--- src/rtl/mem_arbiter.sv ---
// mem_arbiter: shared SDRAM byte-port arbiter for loader, FDD buffer and CPU.
// Fixed-latency command sequencing with alternating FDD/CPU sharing.
module mem_arbiter #(
  parameter int          RD_LAT   = 4,
  parameter int          WR_LAT   = 4,
  parameter logic [24:0] FDD_BASE = 25'h0100000
) (
  input  logic        clk_sys,
  input  logic        reset_n,
  input  logic        ld_req,
  input  logic [24:0] ld_addr,
  input  logic [7:0]  ld_wdata,
  output logic        ld_ack,
  input  logic        fdd_req,
  input  logic [19:0] fdd_addr,
  output logic        fdd_ack,
  output logic [7:0]  fdd_rdata,
  input  logic        cpu_req,
  input  logic        cpu_we,
  input  logic [24:0] cpu_addr,
  input  logic [7:0]  cpu_wdata,
  output logic        cpu_ack,
  output logic [7:0]  cpu_rdata,
  output logic [24:0] mem_addr,
  output logic [7:0]  mem_din,
  output logic        mem_we,
  output logic        mem_rd,
  input  logic [7:0]  mem_dout,
  output logic        busy
);

  localparam int MAXL = (RD_LAT > WR_LAT) ? RD_LAT : WR_LAT;
  localparam int CW   = (MAXL > 1) ? $clog2(MAXL) : 1;
  localparam logic [CW-1:0] RD_LD = CW'(RD_LAT - 1);
  localparam logic [CW-1:0] WR_LD = CW'(WR_LAT - 1);

  typedef enum logic [1:0] {
    S_IDLE,
    S_ISSUE,
    S_WAIT,
    S_DONE
  } state_t;

  state_t        r_state;
  state_t        w_nstate;
  logic [2:0]    r_gnt;
  logic          r_we;
  logic          r_last_fdd;
  logic [24:0]   r_addr;
  logic [7:0]    r_din;
  logic [7:0]    r_fdd_rdata;
  logic [7:0]    r_cpu_rdata;
  logic [CW-1:0] r_cnt;
  logic          r_ld_ack;
  logic          r_fdd_ack;
  logic          r_cpu_ack;

  logic          w_gnt_ld;
  logic          w_gnt_fdd;
  logic          w_gnt_cpu;
  logic          w_any;
  logic          w_to_done;
  logic [CW-1:0] w_ld_val;

  // FDD and CPU alternate: the one not served last wins a tie
  assign w_gnt_ld  = ld_req;
  assign w_gnt_fdd = !ld_req && fdd_req && (!cpu_req || !r_last_fdd);
  assign w_gnt_cpu = !ld_req && cpu_req && (!fdd_req || r_last_fdd);
  assign w_any     = ld_req | fdd_req | cpu_req;

  assign w_ld_val  = r_we ? WR_LD : RD_LD;
  assign w_to_done = ((r_state == S_ISSUE) && (w_ld_val == '0)) ||
                     ((r_state == S_WAIT) && (r_cnt == CW'(1)));

  always_comb begin
    w_nstate = r_state;
    unique case (r_state)
      S_IDLE:  if (w_any) w_nstate = S_ISSUE;
      S_ISSUE: w_nstate = w_to_done ? S_DONE : S_WAIT;
      S_WAIT:  if (w_to_done) w_nstate = S_DONE;
      S_DONE:  w_nstate = S_IDLE;
      default: w_nstate = S_IDLE;
    endcase
  end

  always_ff @(posedge clk_sys or negedge reset_n) begin
    if (!reset_n) r_state <= S_IDLE;
    else          r_state <= w_nstate;
  end

  always_ff @(posedge clk_sys or negedge reset_n) begin
    if (!reset_n) begin
      r_gnt       <= '0;
      r_we        <= 1'b0;
      r_last_fdd  <= 1'b0;
      r_addr      <= '0;
      r_din       <= '0;
      r_fdd_rdata <= '0;
      r_cpu_rdata <= '0;
      r_cnt       <= '0;
      r_ld_ack    <= 1'b0;
      r_fdd_ack   <= 1'b0;
      r_cpu_ack   <= 1'b0;
    end else begin
      if (r_state == S_IDLE) begin
        r_gnt <= {w_gnt_ld, w_gnt_fdd, w_gnt_cpu};
        unique case (1'b1)
          w_gnt_ld: begin
            r_addr <= ld_addr;
            r_din  <= ld_wdata;
            r_we   <= 1'b1;
          end
          w_gnt_fdd: begin
            r_addr <= FDD_BASE | {5'b0, fdd_addr};
            r_din  <= '0;
            r_we   <= 1'b0;
          end
          w_gnt_cpu: begin
            r_addr <= cpu_addr;
            r_din  <= cpu_wdata;
            r_we   <= cpu_we;
          end
          default: ;
        endcase
      end
      if (r_state == S_ISSUE) r_cnt <= w_ld_val;
      else if (r_state == S_WAIT) r_cnt <= r_cnt - CW'(1);
      // ack, read data and fairness bit all update on the edge into DONE
      r_ld_ack  <= w_to_done & r_gnt[2];
      r_fdd_ack <= w_to_done & r_gnt[1];
      r_cpu_ack <= w_to_done & r_gnt[0];
      if (w_to_done) begin
        if (!r_we && r_gnt[1]) r_fdd_rdata <= mem_dout;
        if (!r_we && r_gnt[0]) r_cpu_rdata <= mem_dout;
        if (r_gnt[1])      r_last_fdd <= 1'b1;
        else if (r_gnt[0]) r_last_fdd <= 1'b0;
      end
    end
  end

  assign mem_we    = (r_state == S_ISSUE) & r_we;
  assign mem_rd    = (r_state == S_ISSUE) & ~r_we;
  assign mem_addr  = r_addr;
  assign mem_din   = r_din;
  assign ld_ack    = r_ld_ack;
  assign fdd_ack   = r_fdd_ack;
  assign cpu_ack   = r_cpu_ack;
  assign fdd_rdata = r_fdd_rdata;
  assign cpu_rdata = r_cpu_rdata;
  assign busy      = (r_state != S_IDLE);

endmodule

--- config.mk ---
export PLATFORM = sky130hd
export DESIGN_NAME = mem_arbiter
export DESIGN_NICKNAME = d
export VERILOG_FILES = /design/src/rtl/mem_arbiter.sv
export SDC_FILE = /design/constraint.sdc
export NUM_CORES = 1
export LEC_CHECK = 0
export ABC_AREA = 1
export CORE_UTILIZATION = 44
export DETAILED_ROUTE_END_ITERATION = 6
export GPL_TIMING_DRIVEN = 0
export PLACE_DENSITY = 0.91
export SLEW_MARGIN = 20
export SYNTH_ARGS = -nofsm -noshare
export SYNTH_HDL_FRONTEND = slang
export SYNTH_SLANG_ARGS = --single-unit
--- constraint.sdc ---
create_clock -name clk_sys -period 2.3 [get_ports clk_sys]
set_input_delay 0.46 -clock clk_sys [delete_from_list [all_inputs] [get_ports clk_sys]]
set_output_delay 0.46 -clock clk_sys [all_outputs]
set_load 0.02 [all_outputs]
# [After elaboration in Yosys (flattened, before gate mapping)]
# Index checks and enable logic that the tools add are counted.
[classes] add_sub_neg=1 n_eq_ne=6 mux=11 bitwise=8 n_reduce_logical=24
[ops] op="case mux 25 bit (3 select lines)" count=1
[ops] op="case mux 8 bit (3 select lines)" count=1
[ops] op="AND reduction 2 bit" count=5
[ops] op="2-to-1 mux 2 bit" count=4
[ops] op="case mux 2 bit (4 select lines)" count=1
[ops] op="logical AND 1 bit" count=7
[ops] op="nonzero test 2 bit" count=3
[ops] op="AND 1 bit" count=5
[ops] op="logical NOT 1 bit" count=5
[ops] op="== test 2 x 1 -> 1 bit (second input constant)" count=2
[ops] op="== test 2 bit (second input constant)" count=2
[ops] op="!= test 2 bit (second input constant)" count=2
[ops] op="2-to-1 mux 1 bit" count=3
[ops] op="case mux 1 bit (3 select lines)" count=1
[ops] op="nonzero test 3 bit" count=1
[ops] op="logical NOT 2 bit" count=1
[ops] op="logical OR 1 bit" count=2
[ops] op="bitwise OR 1 bit" count=2
[ops] op="subtractor 2 x 1 -> 2 bit (second input constant)" count=1
[ops] op="inverter 1 bit" count=1
[word_totals] regBits=61 in_bits=100 out_inout_bits=55 elab_cells=62

# [Depth between registers and ports, before layout]
[depth] ltp_word=5 depth_mapped=8 mapped_depth_nobuf=7

# [Least setup slack after synthesis]
# No wires, ideal clock.
[synth_path] kind="flip-flop to flip-flop" startpoint="register r_state[0]" endpoint="register r_addr[21] (netlist: mem_addr[21])" setup_ns=0.065 t_arrival_ns=1.408 t_required_ns=2.235 slack_ns=0.827 stages_incl_launch_ff=9 path_buffers=2 synth_period_minus_slack_ns=1.473 cell_sequence="dfrtp_1 inv_1 ha_1 buf_2 inv_1 a21oi_2 buf_4 nand2_1 nand2_1"
[synth_between] elab_chain_len=2
[synth_rtl] item="start: declaration" line="44" source="state_t r_state;"
[synth_rtl] item="start signal: assignment" line="88" source="else r_state <= w_nstate;"
[synth_rtl] item="logical NOT 2 bit" line="105" source="if (r_state == S_IDLE) begin"
[synth_rtl] item="AND reduction 2 bit (no source line)"
[synth_rtl] item="end signal: assignment" line="109" source="r_addr <= ld_addr;"
[synth_rtl] item="end signal: assignment" line="114" source="r_addr <= FDD_BASE | {5'b0, fdd_addr};"
[synth_rtl] item="end signal: assignment" line="119" source="r_addr <= cpu_addr;"
[synth_rtl] item="end: declaration" line="49" source="logic [24:0] r_addr;"
# No other way between the ends.
# A chain may end at the register's enable or synchronous reset.

# [Worst setup path after layout]
[layout_path] startpoint="register r_state[0]" endpoint="output port busy"
[layout_between] elab_chain_len=1
[layout_rtl] item="nonzero test 2 bit" line="150" source="assign busy = (r_state != S_IDLE);"
[layout_rtl] item="end: declaration" line="29" source="output logic busy"
# No other way between the ends.

==> impl_results.md <==
* Worst vdd ir at 0.000706 V
* Residual DRC count at 0
* Routed via count at about 3600
* # clock sinks at a little over 60
* Detailed Routing Iterations Pass 1 at 5
* CTS max path bufs at 2
* Syn nets at between 500 and 600
* Ys flop type: dfrtp_1
* Slew Limit Fails at 0
* Ys Warns at 0
* Initial Util at 0.461
* GRT Util Overall at 0.271
* Layout cells sized above 1 at 0.0785
* Critical path's most frequent cell: inv_1
* Avg Cell Area, Syn at about 7.4 sq um
* Synth Instances at between 400 and 500
* Final Core Density at 0.730
* Vias in the first global route at approximately 3500
* Port Buffer Count at ~150
* Min cycle time layout at approximately 2.2 ns
* Kind of critical path: flop to primary output
* Total Wirelength at 10100 microns
* Slowest stage delay, CP at between 0.3 and 0.4 ns
* Non-Filler Instances at just under 700
* Root Driver: clkbuf_8
* Final HPWL DP at 7540 microns
* Row cnt at 30
* Seq cells post-synth at around 60
* Crit path launch type: flop
* EDFF count, synth at 0
* Placed Instances at around 680
* Max Cap Viol at 0
* Min-delay worst type: input port to asynchronous set/reset pin
* Fin nets at about 700
* First-pass GRT wire length at 15700 microns
* Vias/cell at around 5.2
* Largest family of logic cells by synthesized area: simple AND/OR/NAND/NOR gates
* Min Hold Slack at approximately 0.033 ns
* Simple-gate area share of the yosys netlist at 0.377
* Sequential-to-total area share from yosys stat at 0.482
* Crit path cell chain: inv_1 > ha_1 > buf_2 > inv_1 > dlygate4sd2_1
* Adder-cell share of the synthesized area at 0.0198
* R2R depth at 8
* Initial antenna violation count at 0
* WP buf/inv at 4
* CP delay by family, top: buffers and inverters
* H-tree level count at 3
* Slew headroom at 0.705
* Core ar. at 6870 sq um
* Die W at 86.8 microns
* Status: finished, final reports clean
* Chip Height at slightly below 90 microns
* Worst path slowest cell: dfrtp_1
* Total power at approximately 0.0054 W
* WP depth at 5
* Clk_skew at between 0.004 and 0.005 ns
* Leakage power at about 2.4 nW
* Crit end category: primary output
* 1st-iter DRT viols at 178
* Setup violators final at 0
* Post-synthesis mux area share at 0
* Final Hold Viols at 0
* Io pins at 155
* P&R area growth vs syn at 58.4%
* Fmax at 460 MHz
* Number of antenna-violating nets in the routed design at 0
* Most frequent cells in the layout: nand2_1 (151), clkdlybuf4s50_1 (149), dfrtp_1 (61)
* Post-Syn Area at around 3200 sq um
* Clk_lat worst skew at around 0.34 ns
* GP Congestion at between 0.8 and 0.9
* Die Area at between 7000 and 8000 sq um
* Worst Max-Slew Pin Slew at 0.442 ns
* CTS tree: done
* Total grt overflow at 0
* Largest net degree at the start of global routing at 35
* Data arrival time of the critical path at approximately 1.7 ns
* Fin crit share at 0.945
* Routed len/inst at about 14 microns
* RSZ-0062 raised after global routing: no
* Commonest non-fill, non-tap cell in the layout: nand2_1
* Cell variety after synth at 20
* Post-synthesis compound-gate area fraction at 0.0502
* Power per standard cell area at 1080 nW/um^2
* Worst-path clk slew at around 0.070 ns
* CP required at about 1.8 ns
* TritonCTS Buffers at 9
* Diodes inserted at 0
* Synth async-reset ratio at 1.00
* Synth Area in XOR/XNOR at 0
* Worst-path fanout max at 8
[cells by family after synthesis]
group                      Yosys count
adders and majority gates            5
AOI/OAI and AO/OA                   30
and+or+nand+nor                    282
buffers and inverters               51
DFF                                 61
[cell type report]
type / instances / area, sq um
inverters: 24 / 90.1
repair buffers: 154 / 1550
clock inverters: 7 / 51.3
clock buffers: 9 / 124
plain buffers: 27 / 136
well taps: 96 / 120
multi-input cells: 317 / 1410
flip-flops and latches: 61 / 1530
fillers: 543 / 1850
[routing by layer]
metal  up-vias  track usage  share of wire
li1       1707            -              -
met1      1682        0.332           0.41
met2       201        0.447           0.48
met3        30       0.0590          0.084
met4         0        0.145          0.032
met5         -            0              0
[report_power, final]
group | total, W | switching [W] | internal, W
registers | 0.00177 | 0.000256 | 0.00152
clock network | 0.000840 | 0.000447 | 0.000393
logic | 0.00278 | 0.00156 | 0.00122
[worst register-to-register path: cells and delay by family, from the launching register on]
family	cells	cell delay (ns)
buf+inv	4	0.65
fa+ha+maj	1	0.15
compound gates	1	0.27
flops	1	0.41
simple gates	2	0.17
[sequential cells by signal, indices dropped and copies added, names as in the netlist, 2 cells and up]
name	cells
cpu_rdata	8
fdd_rdata	8
mem_addr	25
mem_din	8
r_cnt	2
r_gnt	3
r_state	2
[path summary, 6_finish.rpt]
path | from | end | slack, ns
max in group asynchronous | reset_n | mem_din[1] | 1.76
min in group clk_sys | mem_addr[0] | mem_addr[0] | 0.48
max reg2reg | r_state[0] | mem_addr[21] | 0.58
min reg2reg | mem_addr[0] | mem_addr[0] | 0.48
min | reset_n | mem_din[7] | 0.03
max | r_state[0] | busy | 0.13
[repair_timing]
| action | 4_1_cts | 5_1_grt |
|---|---|---|
| setup endpoints to repair | 1 | 2 |
| setup buffers | 0 | 0 |
| hold buffers | 0 | 0 |
| resized for setup | 1 | 2 |
| endpoints found under the hold margin | 0 | 0 |
[synthesized netlist by cell type (2+ instances only)]
cell type  count  share of area
inv_1         22          0.026
clkbuf_1       4         0.0047
inv_2          2         0.0024
nand2_1      151           0.18
dfrtp_1       61           0.48
buf_2         19          0.030
o21ai_0        6         0.0095
nand3_1       57          0.090
nand4_1       20          0.040
buf_4          3         0.0071
nor2_1        51          0.060
o21ai_1       21          0.033
ha_1           5          0.020
[metrics by stage]
step                      instance area (sq um)  setup TNS (ns)  worst slack, ns
after floorplan                            3170               0            0.827
after global placement                     4820          -67.80            -1.11
after detailed placement                   4840               0            0.228
after CTS                                  5010               0           0.0174
after global routing                       5010               0           0.0580
final                                      5010               0            0.127
Power figures use the tool's default switching activity.
